## config.mk

```make
export PLATFORM = sky130hd
export DESIGN_NAME = fetch_pipe_ctrl
export DESIGN_NICKNAME = d
export VERILOG_FILES = /design/src/rtl/fetch_pipe_ctrl.sv
export SDC_FILE = /design/constraint.sdc
export NUM_CORES = 1
export LEC_CHECK = 0
export CAP_MARGIN = 20
export CORE_MARGIN = 2
export CORE_UTILIZATION = 40
export DETAILED_ROUTE_END_ITERATION = 10
export PLACE_DENSITY = 0.76
export SYNTH_ARGS = -nofsm -noshare
export SYNTH_HDL_FRONTEND = slang
export SYNTH_SLANG_ARGS = --single-unit
```

## constraint.sdc

```tcl
create_clock -name CLOCK -period 3.4 [get_ports CLOCK]
set_clock_uncertainty 0.1 [all_clocks]
set_input_delay 0.68 -clock CLOCK [delete_from_list [all_inputs] [get_ports CLOCK]]
set_output_delay 0.68 -clock CLOCK [all_outputs]
set_load 0.02 [all_outputs]
```

## src/rtl/fetch_pipe_ctrl.sv

```systemverilog
// fetch_pipe_ctrl: hazard and sequencing controller for the fetch/decode
// pipeline feeding ID_EX. Resolves taken branches, load-use hazards and a
// not-ready instruction memory by fixed priority, and runs the post-reset
// pipeline fill.
// Optional build macro: FETCH_PIPE_CTRL_STATS_EN adds the saturating
// STALL_COUNT / FLUSH_COUNT statistics outputs.
module fetch_pipe_ctrl #(
  parameter int unsigned REG_BITS    = 5,
  parameter int unsigned FILL_CYCLES = 2
) (
  input  logic                CLOCK,
  input  logic                RESET,
  input  logic [REG_BITS-1:0] IF_ID_RS,
  input  logic [REG_BITS-1:0] IF_ID_RT,
  input  logic                IF_ID_USES_RT,
  input  logic                ID_EX_MEMREAD,
  input  logic [REG_BITS-1:0] ID_EX_RT,
  input  logic                EX_BRANCH_TAKEN,
  input  logic                IMEM_READY,
  output logic                PC_WRITE,
  output logic                IF_ID_WRITE,
  output logic                IF_ID_FLUSH,
  output logic                ID_EX_BUBBLE,
  output logic                FETCH_REQ,
  output logic [2:0]          CTRL_STATE
`ifdef FETCH_PIPE_CTRL_STATS_EN
  ,
  output logic [15:0]         STALL_COUNT,
  output logic [15:0]         FLUSH_COUNT
`endif
);

  localparam int unsigned CNT_W = (FILL_CYCLES < 2) ? 1 : $clog2(FILL_CYCLES + 1);

  typedef enum logic [2:0] {
    ST_FILL       = 3'd0,
    ST_RUN        = 3'd1,
    ST_LOAD_STALL = 3'd2,
    ST_FLUSH      = 3'd3,
    ST_MEM_WAIT   = 3'd4
  } state_t;

  state_t           state_q, state_d;
  logic [CNT_W-1:0] fill_q, fill_d;

  logic load_use_c;
  logic pc_write_c;
  logic if_id_write_c;
  logic if_id_flush_c;
  logic id_ex_bubble_c;
  logic fetch_req_c;

  // Load in EX writes a register the decode instruction reads (r0 never hazards)
  assign load_use_c = ID_EX_MEMREAD && (ID_EX_RT != '0) &&
                      ((ID_EX_RT == IF_ID_RS) || (IF_ID_USES_RT && (ID_EX_RT == IF_ID_RT)));

  // State and fill counter registers
  always_ff @(posedge CLOCK or posedge RESET) begin
    if (RESET) begin
      state_q <= ST_FILL;
      fill_q  <= CNT_W'(FILL_CYCLES);
    end else begin
      state_q <= state_d;
      fill_q  <= fill_d;
    end
  end

  // Next-state and same-cycle hazard response decode
  always_comb begin
    state_d        = state_q;
    fill_d         = fill_q;
    pc_write_c     = 1'b0;
    if_id_write_c  = 1'b0;
    if_id_flush_c  = 1'b0;
    id_ex_bubble_c = 1'b0;
    fetch_req_c    = 1'b0;

    case (state_q)
      ST_FILL: begin
        id_ex_bubble_c = 1'b1;
        fetch_req_c    = 1'b1;
        pc_write_c     = IMEM_READY;
        if_id_write_c  = IMEM_READY;
        if (IMEM_READY) begin
          fill_d = fill_q - CNT_W'(1);
          if (fill_q == CNT_W'(1)) state_d = ST_RUN;
        end
      end

      ST_RUN: begin
        fetch_req_c = 1'b1;
        if (EX_BRANCH_TAKEN) begin
          pc_write_c     = 1'b1;
          if_id_flush_c  = 1'b1;
          id_ex_bubble_c = 1'b1;
          fetch_req_c    = 1'b0;
          state_d        = ST_FLUSH;
        end else if (load_use_c) begin
          id_ex_bubble_c = 1'b1;
          state_d        = ST_LOAD_STALL;
        end else if (!IMEM_READY) begin
          if_id_flush_c = 1'b1;
          state_d       = ST_MEM_WAIT;
        end else begin
          pc_write_c    = 1'b1;
          if_id_write_c = 1'b1;
        end
      end

      // ID_EX already holds a bubble here, so only memory readiness matters
      ST_LOAD_STALL, ST_FLUSH: begin
        fetch_req_c = 1'b1;
        if (IMEM_READY) begin
          pc_write_c    = 1'b1;
          if_id_write_c = 1'b1;
          state_d       = ST_RUN;
        end else begin
          if_id_flush_c = 1'b1;
          state_d       = ST_MEM_WAIT;
        end
      end

      ST_MEM_WAIT: begin
        fetch_req_c = 1'b1;
        if (EX_BRANCH_TAKEN) begin
          pc_write_c     = 1'b1;
          if_id_flush_c  = 1'b1;
          id_ex_bubble_c = 1'b1;
          fetch_req_c    = 1'b0;
          state_d        = ST_FLUSH;
        end else if (IMEM_READY) begin
          pc_write_c    = 1'b1;
          if_id_write_c = 1'b1;
          state_d       = ST_RUN;
        end else begin
          if_id_flush_c = 1'b1;
        end
      end

      default: begin
        state_d = ST_FILL;
        fill_d  = CNT_W'(FILL_CYCLES);
      end
    endcase

    // A flushed IF/ID must never also be loaded
    if (if_id_flush_c) if_id_write_c = 1'b0;
  end

  // Outputs are held low for as long as reset is asserted
  assign PC_WRITE     = pc_write_c     & ~RESET;
  assign IF_ID_WRITE  = if_id_write_c  & ~RESET;
  assign IF_ID_FLUSH  = if_id_flush_c  & ~RESET;
  assign ID_EX_BUBBLE = id_ex_bubble_c & ~RESET;
  assign FETCH_REQ    = fetch_req_c    & ~RESET;
  assign CTRL_STATE   = RESET ? 3'd0 : 3'(state_q);

`ifdef FETCH_PIPE_CTRL_STATS_EN
  logic [15:0] stall_cnt_q;
  logic [15:0] flush_cnt_q;

  // Saturating stall / redirect statistics (redirect is the only PC_WRITE+FLUSH case)
  always_ff @(posedge CLOCK or posedge RESET) begin
    if (RESET) begin
      stall_cnt_q <= 16'd0;
      flush_cnt_q <= 16'd0;
    end else begin
      if ((state_q != ST_FILL) && !pc_write_c && (stall_cnt_q != 16'hFFFF))
        stall_cnt_q <= stall_cnt_q + 16'd1;
      if (pc_write_c && if_id_flush_c && (flush_cnt_q != 16'hFFFF))
        flush_cnt_q <= flush_cnt_q + 16'd1;
    end
  end

  assign STALL_COUNT = stall_cnt_q;
  assign FLUSH_COUNT = flush_cnt_q;
`else
  // Statistics counters are not built in this configuration
`endif

endmodule

```

==> run metrics, run 1 <==
outcome=completed; Die H=44.1 um; number of register bits inferred by synthesis=5; fmax=between 200 and 300 MHz; Yosys top cell area share=approximately 16%; Most used DFF post-synth=dfrtp_1; Post-synth top cells=nor2_1, a21oi_1, xor2_1; vias in the first global route=just under 800; top cells by area, synth=dfrtp_1, xor2_1, nor2_1; Starting DRT DRC Count=22; ANT nets after route=0; Max IR drop VDD=approximately 200 uV; sequential fraction of the synthesis area=between 10% and 20%; Hold Vio Cnt, Final=0; CTS Buf Count=3; clock sink count=5; Inst Count DP=between 100 and 150; Syn. warnings=0; largest net degree at the start of global routing=15; Routability Congestion=approximately 0.82; Top Ports=29; Total GRT Usage=19.9%; CP max stage delay=about 450 ps; worst hold path depth=2; ys async rst share=100%; Initial Utilization=a little over two fifths; initial antenna violation count=0; CP Capture Type=output pin; mean routed wirelength per cell=between 10 and 15 um; I/O Buffers=28; total iterations of the first detailed-routing run=4; layout cells sized above 1=between 15 and 20%; Synth area leader=dfrtp_1; syn_nets=111; Worst Path Arrival=2560 ps; Bufs and invs on worst path=2; worst skew pair latency=240 ps; number of cells on the critical path=7; max-slew violation count=0; Critical Path RT=2620 ps; CTS H-tree depth=1; CTS root buffer=clkbuf_4; CP max FO=4; critical-path cell list=clkdlybuf4s50_1, xor2_1, nor4_1, a32oi_1, nor2_2, o211a_1, dlygate4sd2_1; Via density=5.56; worst reg2reg path depth=5; fin cells=approximately 150; via count=between 800 and 900; first-pass GRT wire length=2970 um; Power Density=515 mW/mm2; Hold Slack=just over 400 ps; Hold-fix buffers, CTS=0; Clock transition at path regs=40 ps; Hold Crit Class=reg2reg; slew margin rel.=71.2%; CP delay by family, top=buffers and inverters; mapped cell area=642 um2; Post-synth EDFFs=0; layout overhead on the synthesized area=64.3%; final wirelength=approximately 1900 um; Ant. Diodes=0; Die X=between 40 and 50 um; Post-Syn Instances=between 80 and 90; crit path kind=in2out; Final min period=about 3300 ps; # setup viols final=0; leakage power=0.464 nW; Crit-path slowest cell=clkdlybuf4s50_1; die area=around 0.0019 mm2; most frequent cell after synthesis=nor2_1; Yosys cell types=36; CTS tree=done; startpoint class of the critical path=input pin; DP Wirelength=1410 um; synthesized area per cell=a little over 7 um2; period utilization=98.2%; row count=14; Worst Tran Pin Value=about 430 ps; Max clock buf depth=2; max-cap violation count=0; nets=between 150 and 200; total gr overflow=0; core box area=roughly 0.0015 mm2; DRC viols=0
[tightest hold or removal path, cell delays in order, from the launching register on]
cell,delay [ps]
dfstp_2,360
inv_1,70
a22oi_1,70
[layout by cell type, fill, tap and decap left out, types with 2 or more instances in the layout]
cell,instances
buf_4,16
o21ai_0,5
clkdlybuf4s50_1,24
dfrtp_1,4
nor4_1,2
xor2_1,9
o22ai_1,2
dlygate4sd2_1,3
a21oi_1,9
inv_1,4
nor2_1,14
clkbuf_4,3
nor2b_1,3
nand2b_1,3
nor3_1,2
nand2_1,5
[worst paths after layout]
path | slack, ps | to | start
hold reg to reg | 410 | fill_q[1]$_DFFE_PP1P_ | fill_q[1]$_DFFE_PP1P_
setup reg to reg | 1890 | state_q[0]$_DFFE_PP0P_ | state_q[2]$_DFFE_PP0P_
max in group asynchronous | 2160 | fill_q[1]$_DFFE_PP1P_ | RESET
min in group asynchronous | 850 | state_q[2]$_DFFE_PP0P_ | RESET
setup / recovery | 60 | ID_EX_BUBBLE | ID_EX_RT[2]
hold / removal | 410 | fill_q[1]$_DFFE_PP1P_ | fill_q[1]$_DFFE_PP1P_
[cell type report]
cell class,instances,area (um2)
sequential,5,126
multi-input combinational,73,472
clock buffer,4,26.3
timing repair buffer,44,392
inverter,5,18.8
tap,16,20.0
fill,145,452
[where the power goes]
part / internal, W / switching (W) / leakage, nW
Sequential: 0.0000897 / 0.0000495 / 0.0624
Clock: 0.0000443 / 0.0000225 / 0.0150
Combinational: 0.000162 / 0.000175 / 0.387
Total: 0.000296 / 0.000247 / 0.464
[kinds of logic (layout without fill, tap and decap cells)]
| logic type | after synthesis | count (layout) | share of synthesized area [%] |
|---|---|---|---|
| and+or+nand+nor | 35 | 35 | 27.3 |
| AOI/OAI and AO/OA | 27 | 27 | 30.6 |
| buffers and inverters | 11 | 53 | 6.82 |
| xor gates and xnor gates | 10 | 10 | 13.6 |
| DFF | 5 | 5 | 19.7 |
| adders and majority gates | 1 | 1 | 1.95 |
[layer usage]
metal  share of wire, %  global-route usage (%)
met3                7.7                    1.22
met2                 56                    42.9
met5                  0                       0
met1                 35                    20.2
met4                1.9                    3.64
[registers in the layout (all words and copies together) (netlist names)]
register,count
fill_q,2
state_q,3
[repair_timing]
action | 4_1_cts | 5_1_grt
setup endpoints to repair | 4 | 3
gates resized for setup | 4 | 3
cloned | 0 | 0
pin swaps | 1 | 3
buffers inserted | 2 | 2
[per-stage QoR]
step | util (%) | total power, W | setup slack (ps) | area [um2] | TNS, ps
finish | 70.0 | 0.000543 | 62.0 | 1050 | 0
detailed placement | 66.9 | 0.000486 | -259 | 1010 | -687
global route | 70.0 | 0.000598 | -16.9 | 1050 | -16.9
floorplan | - | 0.000357 | 663 | 642 | 0
CTS | 69.3 | 0.000545 | 41.2 | 1040 | 0
global placement | 66.9 | 0.000478 | -218 | 1010 | -588
(Power assumes the default switching activity.)
==> run 2: changes to the inputs <==
Settings changed: CORE_UTILIZATION 40 to 30, MAX_ROUTING_LAYER from default to met4, PLACE_DENSITY 0.76 to 0.59.
==> run 2 against run 1 <==
  * Clock-buffer cell count is the same
  * Final cell count grew 2.7%
  * Non-clock buffer count shrank 7
  * Final area shrank 3.3%
  * Combinational power shrank 3%
  * Sequential share of layout area grew 0.41 points
  * Register-to-register slack gained 50 ps
==> run metrics, run 2 (same netlist as run 1, synthesis figures left out) <==
startpoint class of the critical path=input pin; Worst Path Arrival=2510 ps (-50 ps); Initial Utilization=32.4% (-10 points); Setup Fix Bufs, Post-CTS=0 (-2); Die X=50.3 um (+14%); crit path kind=in2out; register area=126 um2 (unchanged); die area=0.00253 mm2 (+30%); # setup viols final=0 (unchanged); nets=147 (-4.5%); total power=0.000534 W (-1.7%); most common cell after layout, fill and taps aside=clkdlybuf4s50_1; worst skew pair latency=240 ps (about the same); fmax=304 MHz (+1.4%); CTS root buffer=clkbuf_4; metal2 WL=864 um (-16%); DP Wirelength=1390 um (-1.6%); worst reg2reg path depth=5 (unchanged); core box area=0.00198 mm2 (+32%); period utilization=96.8% (-1.4 points); Routability Congestion=0.775 (-5.5%); first-pass GRT wire length=2700 um (-9.0%); crit path to=PC_WRITE; Clock transition at path regs=50 ps (about the same); Final min period=3290 ps (-46.4 ps); fillcell total=198 (+37%); Setup crit start=ID_EX_RT[1]; vias in the first global route=660 (-14%); register name with the most flops=state_q; Resize count post-CTS=4 (unchanged); DR top layer=met3; Critical Path RT=2620 ps (about the same); Hold Crit Class=reg2reg; CTS H-tree depth=1 (unchanged); mean routed wirelength per cell=11.0 um (-13%); ANT nets after route=0 (unchanged); clock sink count=5 (unchanged); Max clock buf depth=2 (unchanged); outcome=completed; via count=746 (-8.8%); Power Density=523 mW/mm2 (+1.6%); max-slew violation count=0 (unchanged); DRT met1 WL=697 um (+8.6%); Hold Vio Cnt, Final=0 (unchanged); layout cells sized above 1=14.5% (-5.3 points); biggest registers after layout=state_q (3), fill_q (2); Die H=50.3 um (+14%); row count=16 (+2); final wirelength=1660 um (-10%); CTS Buf Count=3 (unchanged); unrepaired setup endpoints after global routing=no; layout overhead on the synthesized area=58.9%; leakage power=0.432 nW (-7.0%); Starting DRT DRC Count=19 (-14%); CP Capture Type=output pin; Ant. Diodes=0 (unchanged); r2r startpoint=state_q[0]$_DFFE_PP0P_; Max IR drop VDD=279 uV (+38%); WL met3=98 um (-31%); Top Ports=29 (unchanged); slew margin rel.=72.3% (+1.1 points); initial antenna violation count=0 (unchanged); most frequent cells in the layout=clkdlybuf4s50_1, nor2_1, a21oi_1, xor2_1, buf_4; DRC viols=0 (unchanged); CTS tree=done; Worst R2R Setup Slack=1940 ps (+50 ps); I/O Buffers=28 (unchanged); Hold-fix buffers, CTS=0 (unchanged); number of flip-flops in the largest register=3 (unchanged); FF-to-FF End=state_q[0]$_DFFE_PP0P_; pre-CTS setup slack=-188 ps (+71.4 ps); Worst Tran Pin Value=416 ps (-15.8 ps); Multi-input gate area=472 um2 (unchanged); Via density=4.94 (-11%); Total GRT Usage=14.1% (-5.8 points); total iterations of the first detailed-routing run=4 (unchanged); Hold Slack=405 ps (-5.33 ps); max-cap violation count=0 (unchanged); largest net degree at the start of global routing=15 (unchanged); Final WS setup=108 ps (+46.4 ps); CP max FO=3 (-1); total gr overflow=0 (unchanged)
[run 2: power breakdown]
group | switching (W) | total (W) | internal [W]
logic | 0.000168 | 0.000327 | 0.000159
clock network | 0.0000234 | 0.0000678 | 0.0000443
registers | 0.0000494 | 0.000139 | 0.0000896
[run 2: worst min path at each step]
stage / cells after the start / slack, ps / startpoint / to
2_1_floorplan: 2 / 370 / fill_q[1]$_DFFE_PP1P_ / fill_q[1]$_DFFE_PP1P_
3_5_place_dp: 2 / 400 / fill_q[1]$_DFFE_PP1P_ / fill_q[1]$_DFFE_PP1P_
6_report: 2 / 410 / fill_q[1]$_DFFE_PP1P_ / fill_q[1]$_DFFE_PP1P_
4_1_cts: 2 / 410 / fill_q[1]$_DFFE_PP1P_ / fill_q[1]$_DFFE_PP1P_
5_1_grt: 2 / 440 / fill_q[1]$_DFFE_PP1P_ / fill_q[1]$_DFFE_PP1P_
3_3_place_gp: 2 / 390 / fill_q[1]$_DFFE_PP1P_ / fill_q[1]$_DFFE_PP1P_
[run 2: per-stage QoR]
stage | setup TNS (ps) | utilization (%) | instances | instance area, um2
floorplan | 0 | - | 89 | 642
global placement | -516 | 50.4 | 147 | 998
detailed placement | -578 | 50.4 | 147 | 998
CTS | 0 | 51.5 | 151 | 1020
global route | 0 | 51.5 | 151 | 1020
finish | 0 | 51.5 | 151 | 1020
[run 2: per-layer routing]
| layer | track usage (%) | vias up |
|---|---|---|
| li1 | - | 388 |
| met1 | 15.1 | 329 |
| met2 | 26.3 | 29 |
| met3 | 4.17 | 0 |
| met4 | 1.39 | 0 |
| met5 | - | - |
[run 2: final cells by class]
type	instances	share of cell area (%)
multi-input cells	73	46.3
repair buffers	37	33.6
flip-flops and latches	5	12.4
well taps	27	3.31
clock buffers	4	2.58
inverters	5	1.84
[run 2: critical path, stage by stage]
cell	delay [ps]
clkdlybuf4s50_1	460
or4_4	560
o21ai_4	170
o221ai_1	150
a21oi_1	150
dlygate4sd2_1	340
==> run 3: changes to the inputs <==
Settings changed: CTS_BUF_LIST from default to sky130_fd_sc_hd__clkbuf_8.
==> run 3 against run 2 <==
  * Sequential power barely moved
  * Final area rose by 1.8%
  * Via count fell by 0.27%
  * Critical endpoint unchanged
  * Highest routed layer unchanged
==> run metrics, run 3 (same netlist as run 1, synthesis figures left out) <==
outcome=completed; total iterations of the first detailed-routing run=4 (unchanged); Bufs and invs on worst path=2 (unchanged); worst skew pair latency=220 ps (-20 ps); pre-CTS setup slack=-188 ps (unchanged); CP Capture Type=output pin; Hold Vio Cnt, Final=0 (unchanged); DRC viols=0 (unchanged); CTS H-tree depth=1 (unchanged); Max IR drop VDD=240 uV (-14%); Initial Utilization=32.4% (unchanged); Final WS setup=108 ps (-0.110 ps); CTS Buf Count=3 (unchanged); Hold-fix buffers, CTS=0 (unchanged); total power=0.000571 W (+7.0%); Via density=4.93 (-0.27%); CP max FO=3 (unchanged); DP Wirelength=1390 um (unchanged); via count=744 (-0.27%); number of flip-flops in the largest register=3 (unchanged); Worst R2R Setup Slack=1940 ps (about the same); fin area=0.00104 mm2 (+1.8%); Die X=50.3 um (unchanged); most common cell after layout, fill and taps aside=clkdlybuf4s50_1; most frequent cells in the layout=clkdlybuf4s50_1, nor2_1, a21oi_1, xor2_1, buf_4; first-pass GRT wire length=2730 um (+1.0%); layout cells sized above 1=14.5% (unchanged); nets=147 (unchanged); DP Area=998 um2 (unchanged); row count=16 (unchanged); final wirelength=1660 um (+0.18%); Max clock buf depth=2 (unchanged); Clk network pwr share=18.3% (+5.6 points); GR peak layer=met2; CTS root buffer=clkbuf_8; period utilization=96.8% (about the same); Seq pwr share=24.5% (-1.5 points); Die H=50.3 um (unchanged); Power Density=550 mW/mm2 (+5.0%); NetSw=0.000245 W (+1.7%); # setup viols final=0 (unchanged); die area=0.00253 mm2 (unchanged); Starting DRT DRC Count=19 (unchanged); Top Ports=29 (unchanged); Routability Congestion=0.775 (unchanged); Worst Tran Pin Value=426 ps (+10.2 ps); max-slew violation count=0 (unchanged); Worst Path Arrival=2510 ps (about the same); critical-path cell list=clkdlybuf4s50_1, or4_4, o21ai_4, o221ai_1, a21oi_1, dlygate4sd2_1; crit path kind=in2out; total gr overflow=0 (unchanged); core box area=0.00198 mm2 (unchanged); max-cap violation count=0 (unchanged); mean routed wirelength per cell=11.0 um (+0.18%); Gate power share=57.2% (-4.1 points); CP max stage delay=560 ps (about the same); Total GRT Usage=14.1% (unchanged); Pint=0.000326 W (+11%); Final min period=3290 ps (+0.110 ps); register name with the most flops=state_q; met2 usage=26.8% (+0.44 points); leakage power=0.444 nW (+2.8%); layout overhead on the synthesized area=61.8%; Crit-path slowest cell=or4_4; Hold Slack=404 ps (-1.48 ps); ANT nets after route=0 (unchanged); I/O Buffers=28 (unchanged); unrepaired setup endpoints after global routing=no; largest net degree at the start of global routing=15 (unchanged); fillcell total=196 (-1.0%); Ant. Diodes=0 (unchanged); Hold Crit Class=reg2reg; CTS tree=done; initial antenna violation count=0 (unchanged); fraction of met1 tracks used by global routing=15.3% (+0.18 points); GR Util met3=4.17% (unchanged); Setup crit start=ID_EX_RT[1]; clock sink count=5 (unchanged); CP delay by family, top=buffers and inverters; crit path to=PC_WRITE; worst reg2reg path depth=5 (unchanged); startpoint class of the critical path=input pin; number of cells on the critical path=6 (unchanged); fmax=304 MHz (about the same); sw frac=43.0% (-2.2 points); biggest registers after layout=state_q (3), fill_q (2); Critical Path RT=2620 ps (about the same); Clock transition at path regs=40 ps (about the same); slew margin rel.=71.6% (-0.68 points); FF-to-FF End=state_q[0]$_DFFE_PP0P_; r2r startpoint=state_q[0]$_DFFE_PP0P_; vias in the first global route=666 (+0.91%)
## run 3: changes by cell type in the layout (fill, tap and decap cells not counted), sizes merged
cell	change
inv	+1
clkbuf	-1
## run 3: final cells by class
type,instances,area (um2),share of cell area [%]
repair buffers,37,343,33.0
clock buffers,3,41.3,3.98
well taps,27,33.8,3.25
inverters,5,18.8,1.81
clock inverters,1,3.75,0.361
flip-flops and latches,5,126,12.2
multi-input cells,73,472,45.4
## run 3: worst min-delay path by stage
| stage | cells after the start | endpoint | start |
|---|---|---|---|
| after global routing | 2 | fill_q[1]$_DFFE_PP1P_ | fill_q[1]$_DFFE_PP1P_ |
| after global placement | 2 | fill_q[1]$_DFFE_PP1P_ | fill_q[1]$_DFFE_PP1P_ |
| after floorplan | 2 | fill_q[1]$_DFFE_PP1P_ | fill_q[1]$_DFFE_PP1P_ |
| final | 2 | fill_q[1]$_DFFE_PP1P_ | fill_q[1]$_DFFE_PP1P_ |
| after detailed placement | 2 | fill_q[1]$_DFFE_PP1P_ | fill_q[1]$_DFFE_PP1P_ |
| after CTS | 2 | fill_q[1]$_DFFE_PP1P_ | fill_q[1]$_DFFE_PP1P_ |
## run 3: power by group through the flow
stage | clock network (W) | logic, W | registers (W)
after floorplan | 0 | 0.000254 | 0.000103
after global placement | 0 | 0.000339 | 0.000139
after detailed placement | 0 | 0.000342 | 0.000139
after CTS | 0.000107 | 0.000330 | 0.000139
after global routing | 0.000117 | 0.000361 | 0.000144
final | 0.000105 | 0.000327 | 0.000140
## run 3: through the flow
| step | utilization (%) | cells | setup TNS, ps |
|---|---|---|---|
| after floorplan | - | 89 | 0 |
| after global placement | 50.4 | 147 | -516 |
| after detailed placement | 50.4 | 147 | -578 |
| after global routing | 52.4 | 151 | 0 |
| after CTS | 52.4 | 151 | 0 |
| final | 52.4 | 151 | 0 |
## run 3: what timing repair did
| action | in CTS | in global routing |
|---|---|---|
| buffers inserted | 0 | 0 |
| gates resized for setup | 4 | 0 |
| setup endpoints to repair | 4 | 0 |
## run 3: worst min-delay path: cells and delay by family (launching register included)
kind | cells | cell delay, ps
AO/OA/AOI/OAI | 1 | 70
flip-flops | 1 | 360
buffers and inverters | 1 | 60
## run 3: metal layers
| layer | wire length [um] | part of all wire (%) |
|---|---|---|
| met1 | 710 | 43 |
| met2 | 861 | 52 |
| met3 | 91 | 5.5 |
| met4 | 0 | 0 |
| met5 | 0 | 0 |
